===== src/rtl/id_wb_scoreboard_pkg.sv =====
// id_wb_scoreboard_pkg: shared widths, types and helpers for the issue/writeback scoreboard
// Provides the REG_NUM / COMMON_WIDTH / WB_AGE_MAX defines plus types used by all files.
`ifndef ID_WB_DEFINE_H
`define ID_WB_DEFINE_H
`define REG_NUM 5
`define COMMON_WIDTH 32
`define WB_AGE_MAX 3
`endif

package id_wb_scoreboard_pkg;
    localparam int RW = `REG_NUM;
    localparam int DW = `COMMON_WIDTH;
    localparam int AGE_MAX = `WB_AGE_MAX;
    localparam int NREG = 1 << RW;

    typedef logic [RW-1:0] reg_idx_t;
    typedef logic [DW-1:0] data_t;

    typedef enum logic [1:0] {SRC_NONE, SRC_ALU, SRC_BUF, SRC_LSU} wb_src_t;

    // x0 maps to an all-zero mask so it can never be marked busy or cleared
    function automatic logic [NREG-1:0] onehot(reg_idx_t r);
        onehot = '0;
        onehot[r] = (r != '0);
    endfunction
endpackage


===== src/rtl/id_wb_scoreboard_if.sv =====
// id_wb_scoreboard_if: issue, ALU/LSU writeback and register-file write bundle
// master = decode/execute side driving requests; slave = scoreboard.
interface id_wb_scoreboard_if;
    import id_wb_scoreboard_pkg::*;
    logic     iss_valid;
    reg_idx_t iss_rs1;
    reg_idx_t iss_rs2;
    reg_idx_t iss_rd;
    logic     iss_rd_en;
    logic     iss_stall;
    logic     alu_wb_valid;
    logic     alu_wb_ready;
    reg_idx_t alu_wb_rd;
    data_t    alu_wb_data;
    logic     lsu_wb_valid;
    logic     lsu_wb_ready;
    reg_idx_t lsu_wb_rd;
    data_t    lsu_wb_data;
    reg_idx_t rf_rd;
    data_t    rf_data;

    modport master (
        output iss_valid, iss_rs1, iss_rs2, iss_rd, iss_rd_en,
        output alu_wb_valid, alu_wb_rd, alu_wb_data,
        output lsu_wb_valid, lsu_wb_rd, lsu_wb_data,
        input  iss_stall, alu_wb_ready, lsu_wb_ready, rf_rd, rf_data
    );

    modport slave (
        input  iss_valid, iss_rs1, iss_rs2, iss_rd, iss_rd_en,
        input  alu_wb_valid, alu_wb_rd, alu_wb_data,
        input  lsu_wb_valid, lsu_wb_rd, lsu_wb_data,
        output iss_stall, alu_wb_ready, lsu_wb_ready, rf_rd, rf_data
    );
endinterface


===== src/rtl/id_wb_arbiter.sv =====
// id_wb_arbiter: single-port writeback arbiter with a one-entry aging LSU holding buffer
// Ports: clk, rst; alu_valid/alu_ready/alu_rd/alu_data and lsu_* writeback handshakes;
// rf_rd/rf_data registered register-file write port (rf_rd=0 means no write).
module id_wb_arbiter
    import id_wb_scoreboard_pkg::*;
(
    input  logic     clk,
    input  logic     rst,
    input  logic     alu_valid,
    input  reg_idx_t alu_rd,
    input  data_t    alu_data,
    output logic     alu_ready,
    input  logic     lsu_valid,
    input  reg_idx_t lsu_rd,
    input  data_t    lsu_data,
    output logic     lsu_ready,
    output reg_idx_t rf_rd,
    output data_t    rf_data
);
    logic     buf_valid;
    reg_idx_t buf_rd;
    data_t    buf_data;
    logic [1:0] age;
    logic     alu_v, lsu_v, drain_old, buf_drain, lsu_acc, lsu_direct, lsu_load;
    wb_src_t  src;

    // rd=0 results are still handshaken but never compete for the write slot
    always_comb begin
        alu_v      = alu_valid && (alu_rd != '0);
        lsu_v      = lsu_valid && (lsu_rd != '0);
        drain_old  = buf_valid && (age == 2'(AGE_MAX));
        buf_drain  = buf_valid && (drain_old || !alu_v);
        alu_ready  = !rst && !drain_old;
        lsu_ready  = !rst && (!buf_valid || buf_drain);
        lsu_acc    = lsu_v && lsu_ready;
        lsu_direct = lsu_acc && !buf_valid && !alu_v;
        lsu_load   = lsu_acc && !lsu_direct;
        src        = buf_drain ? SRC_BUF : alu_v ? SRC_ALU : lsu_direct ? SRC_LSU : SRC_NONE;
    end

    always_ff @(posedge clk) begin
        if (rst) begin
            buf_valid <= 1'b0;
            buf_rd    <= '0;
            buf_data  <= '0;
            age       <= '0;
            rf_rd     <= '0;
            rf_data   <= '0;
        end else begin
            buf_valid <= lsu_load || (buf_valid && !buf_drain);
            if (lsu_load) begin
                buf_rd   <= lsu_rd;
                buf_data <= lsu_data;
            end
            age   <= (lsu_load || buf_drain || !buf_valid) ? '0 :
                     (age != 2'(AGE_MAX)) ? age + 2'd1 : age;
            rf_rd <= src == SRC_BUF ? buf_rd : src == SRC_ALU ? alu_rd :
                     src == SRC_LSU ? lsu_rd : '0;
            if (src != SRC_NONE)
                rf_data <= src == SRC_BUF ? buf_data : src == SRC_ALU ? alu_data : lsu_data;
        end
    end
endmodule


===== src/rtl/id_wb_scoreboard.sv =====
// id_wb_scoreboard: register busy scoreboard with issue stall and arbitrated writeback
// Ports: clk, rst; bus (id_wb_scoreboard_if.slave) carrying issue, ALU/LSU writeback and rf write port.
module id_wb_scoreboard
    import id_wb_scoreboard_pkg::*;
(
    input logic               clk,
    input logic               rst,
    id_wb_scoreboard_if.slave bus
);
    logic [NREG-1:0] busy, set_v, clr_v;
    logic issue;

    // Busy clears only once the write has been presented on rf_rd, so there is no bypass
    always_comb begin
        bus.iss_stall = rst || (bus.iss_valid && (busy[bus.iss_rs1] || busy[bus.iss_rs2] ||
                        (bus.iss_rd_en && busy[bus.iss_rd])));
        issue         = bus.iss_valid && !bus.iss_stall;
        set_v         = (issue && bus.iss_rd_en) ? onehot(bus.iss_rd) : '0;
        clr_v         = onehot(bus.rf_rd);
    end

    always_ff @(posedge clk) begin
        if (rst)
            busy <= '0;
        else
            busy <= (busy & ~clr_v) | set_v;
    end

    id_wb_arbiter u_arb (
        .clk       (clk),
        .rst       (rst),
        .alu_valid (bus.alu_wb_valid),
        .alu_rd    (bus.alu_wb_rd),
        .alu_data  (bus.alu_wb_data),
        .alu_ready (bus.alu_wb_ready),
        .lsu_valid (bus.lsu_wb_valid),
        .lsu_rd    (bus.lsu_wb_rd),
        .lsu_data  (bus.lsu_wb_data),
        .lsu_ready (bus.lsu_wb_ready),
        .rf_rd     (bus.rf_rd),
        .rf_data   (bus.rf_data)
    );
endmodule


===== src/flat_wrapper.sv =====
// flat-port wrapper written by rule: the top's interface ports become plain ports
module id_wb_scoreboard_flat import id_wb_scoreboard_pkg::*;
  (clk, rst, bus_iss_valid, bus_iss_rs1, bus_iss_rs2, bus_iss_rd, bus_iss_rd_en, bus_alu_wb_valid, bus_alu_wb_rd, bus_alu_wb_data, bus_lsu_wb_valid, bus_lsu_wb_rd, bus_lsu_wb_data, bus_iss_stall, bus_alu_wb_ready, bus_lsu_wb_ready, bus_rf_rd, bus_rf_data);
  id_wb_scoreboard_if bus_i ();
  input logic clk;
  input logic rst;
  input wire logic [$bits(bus_i.iss_valid)-1:0] bus_iss_valid;
  input wire logic [$bits(bus_i.iss_rs1)-1:0] bus_iss_rs1;
  input wire logic [$bits(bus_i.iss_rs2)-1:0] bus_iss_rs2;
  input wire logic [$bits(bus_i.iss_rd)-1:0] bus_iss_rd;
  input wire logic [$bits(bus_i.iss_rd_en)-1:0] bus_iss_rd_en;
  input wire logic [$bits(bus_i.alu_wb_valid)-1:0] bus_alu_wb_valid;
  input wire logic [$bits(bus_i.alu_wb_rd)-1:0] bus_alu_wb_rd;
  input wire logic [$bits(bus_i.alu_wb_data)-1:0] bus_alu_wb_data;
  input wire logic [$bits(bus_i.lsu_wb_valid)-1:0] bus_lsu_wb_valid;
  input wire logic [$bits(bus_i.lsu_wb_rd)-1:0] bus_lsu_wb_rd;
  input wire logic [$bits(bus_i.lsu_wb_data)-1:0] bus_lsu_wb_data;
  output wire logic [$bits(bus_i.iss_stall)-1:0] bus_iss_stall;
  output wire logic [$bits(bus_i.alu_wb_ready)-1:0] bus_alu_wb_ready;
  output wire logic [$bits(bus_i.lsu_wb_ready)-1:0] bus_lsu_wb_ready;
  output wire logic [$bits(bus_i.rf_rd)-1:0] bus_rf_rd;
  output wire logic [$bits(bus_i.rf_data)-1:0] bus_rf_data;
  assign bus_i.iss_valid = bus_iss_valid;
  assign bus_i.iss_rs1 = bus_iss_rs1;
  assign bus_i.iss_rs2 = bus_iss_rs2;
  assign bus_i.iss_rd = bus_iss_rd;
  assign bus_i.iss_rd_en = bus_iss_rd_en;
  assign bus_i.alu_wb_valid = bus_alu_wb_valid;
  assign bus_i.alu_wb_rd = bus_alu_wb_rd;
  assign bus_i.alu_wb_data = bus_alu_wb_data;
  assign bus_i.lsu_wb_valid = bus_lsu_wb_valid;
  assign bus_i.lsu_wb_rd = bus_lsu_wb_rd;
  assign bus_i.lsu_wb_data = bus_lsu_wb_data;
  assign bus_iss_stall = bus_i.iss_stall;
  assign bus_alu_wb_ready = bus_i.alu_wb_ready;
  assign bus_lsu_wb_ready = bus_i.lsu_wb_ready;
  assign bus_rf_rd = bus_i.rf_rd;
  assign bus_rf_data = bus_i.rf_data;
  id_wb_scoreboard u_core (.clk(clk), .rst(rst), .bus(bus_i));
endmodule

===== config.mk =====
export PLATFORM = sky130hd
export DESIGN_NAME = id_wb_scoreboard_flat
export DESIGN_NICKNAME = d
export VERILOG_FILES = /design/src/rtl/id_wb_scoreboard_pkg.sv /design/src/rtl/id_wb_scoreboard_if.sv /design/src/rtl/id_wb_arbiter.sv /design/src/rtl/id_wb_scoreboard.sv /design/src/flat_wrapper.sv
export SDC_FILE = /design/constraint.sdc
export NUM_CORES = 1
export LEC_CHECK = 0
export BUFFER_PORTS_ARGS = -buffer_cell sky130_fd_sc_hd__buf_2
export CAP_MARGIN = 40
export CORE_MARGIN = 10
export CORE_UTILIZATION = 38
export DETAILED_ROUTE_END_ITERATION = 16
export HOLD_SLACK_MARGIN = 0.02
export SLEW_MARGIN = 20
export SYNTH_ARGS = -nofsm -noshare
export SYNTH_HDL_FRONTEND = slang
export SYNTH_SLANG_ARGS = --single-unit

===== constraint.sdc =====
create_clock -name clk -period 4.9 [get_ports clk]
set_input_delay 0.735 -clock clk [delete_from_list [all_inputs] [get_ports clk]]
set_output_delay 0.735 -clock clk [all_outputs]
set_load 0.1 [all_outputs]

==> flow_metrics.py <==
metrics = {
    "die": {
        "die_y_um": 143.5,
        "die_w_um": 143.5,
        "io_pins": 135,
        "initial_utilization": 0.3842,
        "core_um2": 15090,
        "dieArea_um2": 20600,
        "rows": 45,
    },
    "clocking": {
        "clk_latency_ps": 350,
        "htreeDepth": 3,
        "cts-hold-fix-buffers": 0,
        "cts.sinks": 109,
        "root_buffer": "clkbuf_16",
        "ctsResizeCount": 0,
        "post_cts_buffers": 0,
        "clock_path_buffers": 2,
        "clk_pin_slew_ps": 70,
        "cts_tree": "built",
        "numCtsBuffers": 9,
    },
    "sta": {
        "rsz0062_at_grt": "false",
        "max-slew-margin-rel": 0.4332,
        "whs_ps": 437.4,
        "setup_viol": 0,
        "fin_skew_ps": 7.948,
        "fin_crit_ps": 3724,
        "finalHoldViolCount": 0,
        "tightest_slew_ps": 838.4,
        "setup-tns-final_ps": 0,
        "fmaxAchievable_mhz": 268.5,
        "period_share": 0.7600,
        "final_max_slew_viol_count": 0,
    },
    "critical_path": {
        "cp_slowest_cell": "a2111oi_1",
        "crit_path_max_fanout": 15,
        "cp_cell_sequence": "buf_2 > mux4_2 > o2bb2ai_1 > a2111oi_1 > nor3_1 > a41oi_1 > buf_2",
        "timing.rr.start": "u_core.u_arb.age[0]",
        "crit_type": "input port to output pin",
        "startpoint": "bus_iss_rs1[2]",
        "crit_path_frequent_cell": "buf_2",
        "max_stage_delay_ps": 770,
        "end_kind": "output pin",
        "cp.required_ps": 4160,
        "critical_path.startpoint_type": "input port",
        "cp_data_arrival_time_ps": 2990,
    },
    "logic_synthesis": {
        "syn_avg_cell_area_um2": 7.698,
        "synth_top_flop_cell": "dfxtp_1",
        "synth_edf_count": 0,
        "ys_warn_count": 0,
        "ys_types": 52,
        "ys_seq_elements": 109,
        "postSynth.asyncResetShare": 0,
        "seq_area_frac_synth": 0.3764,
        "yosysMostFrequentCell": "nand2_1",
        "syn_inst": 753,
        "syn-cell-area_um2": 5797,
        "yosys.area.top_type": "dfxtp_1",
        "synthTopCellsByArea": "dfxtp_1 38%, nand2_1 8.1%, mux2i_1 7.6%",
        "synth_top_area_share": 0.3764,
        "syn-num-nets": 849,
        "yosys-top-cells-count": "125 x nand2_1, 112 x nor2_1, 109 x dfxtp_1",
    },
    "layout": {
        "final_cells": 1044,
        "n_antenna_cell": 0,
        "final_nets": 950,
        "fill_cells": 1574,
        "final_layout_size_suffix_gt1_frac": 0.1974,
        "final_core_util": 0.4526,
        "final_area_um2": 6829,
        "area_growth_pct": 17.81,
    },
    "placement": {
        "io_buffers": 134,
        "placed_cell_area_um2": 6560,
        "gp_congestion": 0.9179,
        "dp_cells": 1031,
        "hpwl_um": 13230,
    },
    "power_and_ir_drop": {
        "pwr_density_cell_nw_per_um2": 328.3,
        "leakage_nw": 2.698,
        "switching_power_w": 0.0007817,
        "clkPwrFrac": 0.313,
        "comb_power_share": 0.258,
        "power.share.sequential": 0.429,
        "p_int_w": 0.001460,
        "irDropWorstVdd_uv": 177.7,
        "p_sw_frac": 0.3487,
    },
    "detailed_routing": {
        "drt-pass1-iter-count": 5,
        "drtIter0Drc": 502,
        "wl_per_cell_um": 17.76,
        "vias_per_cell": 5.604,
        "dr_total_vias": 5851,
        "ant_nets": 0,
        "drc": 0,
        "routed_wl_um": 18540,
    },
    "grt": {
        "grt_first_pass_wirelength_um": 29050,
        "first_global_vias": 5375,
        "antenna_found_initial": 0,
        "grtUsageTotal": 0.1749,
        "grt_start_max_net_pins": 84,
        "overflow": 0,
    },
    "flow_run": {
        "cap_violations": 0,
    },
    "hold_path": {
        "min-delay-start": "u_core.u_arb.age[0]",
        "hp-class": "flip-flop to flip-flop",
    },
    "outcome": {
        "status": "finished clean",
    },
}
layout by cell type, fill, tap and decap left out, types with 3 or more instances in the layout:
cell       Yosys  layout
inv_1          4       4
nand3_1       28      28
mux2i_1       44      44
a21oi_1       76      76
dfxtp_1      109     109
nor2_1       112     112
nand3b_1       6       6
nor4_1         5       5
a22oi_1        5       5
o32ai_1       32      32
or3b_2         3       3
clkbuf_16      0       9
nor3_1         5       5
o22ai_1        6       6
o211ai_1      12      12
buf_2         11     134
o311ai_0       4       4
nand4_1        5       5
o21ai_0       22      22
a222oi_1       5       5
nand2b_1       4       4
buf_4          3       9
nand2_1      125     125
nor3b_1        4       4
o21ai_1       12      12
a211oi_1      33      33
nor2b_1        9       8
sequential cells by signal, indices dropped and copies added (netlist names):
signal                  count
u_core.u_arb.age            2
u_core.busy                32
u_core.u_arb.rf_data       32
u_core.u_arb.buf_data      32
u_core.u_arb.buf_rd         5
u_core.u_arb.rf_rd          5
u_core.u_arb.buf_valid      1
critical path, delay by kind of cell:
| family | cells | cell delay (ps) |
|---|---|---|
| compound gates | 3 | 1020 |
| buf+inv | 2 | 820 |
| mux | 1 | 300 |
| simple gates | 1 | 100 |
power groups by stage:
stage	combinational [W]	sequential, W	clock, W
final	0.000579	0.000962	0.000701
after global routing	0.000620	0.000968	0.000759
after CTS	0.000581	0.000962	0.000727
after detailed placement	0.000580	0.000982	0
after global placement	0.000575	0.000982	0
after floorplan	0.000224	0.00120	0
kinds of logic (layout without fill, tap and decap cells):
| kind of cell | Yosys count | after routing | share of synthesized area |
|---|---|---|---|
| AOI/OAI and AO/OA | 219 | 219 | 0.2474 |
| buffers and inverters | 59 | 162 | 0.04770 |
| DFF | 109 | 109 | 0.3764 |
| and+or+nand+nor | 319 | 319 | 0.2426 |
| adders and majority gates | 1 | 1 | 0.002158 |
| muxes | 46 | 46 | 0.08375 |
routing by layer:
| metal | vias to the layer above | global-route usage | routed length, µm |
|---|---|---|---|
| met5 | - | 0 | 0 |
| met2 | 194 | 0.2599 | 8167 |
| met4 | 0 | 0.05266 | 219 |
| li1 | 2934 | - | - |
| met3 | 15 | 0.04851 | 1383 |
| met1 | 2708 | 0.2398 | 8773 |
layout make-up:
type,count,area (µm²),share of cell area
Clock inverter,3,40.04,0.005863
Clock buffer,10,229.0,0.03353
Inverter,4,15.01,0.002199
Tap cell,188,235.2,0.03444
Sequential cell,109,2182,0.3195
Multi-Input combinational cell,585,3342,0.4894
Timing Repair Buffer,145,785.8,0.1151
path summary, 6_finish.rpt:
| check | to | slack (ps) | cells past startpoint |
|---|---|---|---|
| setup / recovery | bus_iss_stall | 1180 | 7 |
| hold / removal | u_core.u_arb.age[0] | 440 | 1 |
| setup reg to reg | u_core.u_arb.rf_data[28] | 2370 | 7 |
| hold reg to reg | u_core.u_arb.age[0] | 440 | 1 |
stage by stage:
step           worst slack, ps  power, W
2_1_floorplan            536.0  0.001420
3_5_place_dp              1174  0.001562
4_1_cts                   1174  0.002270
5_1_grt                  937.4  0.002347
6_report                  1176  0.002242
3_3_place_gp              1241  0.001558
Power figures use the tool's default switching activity.
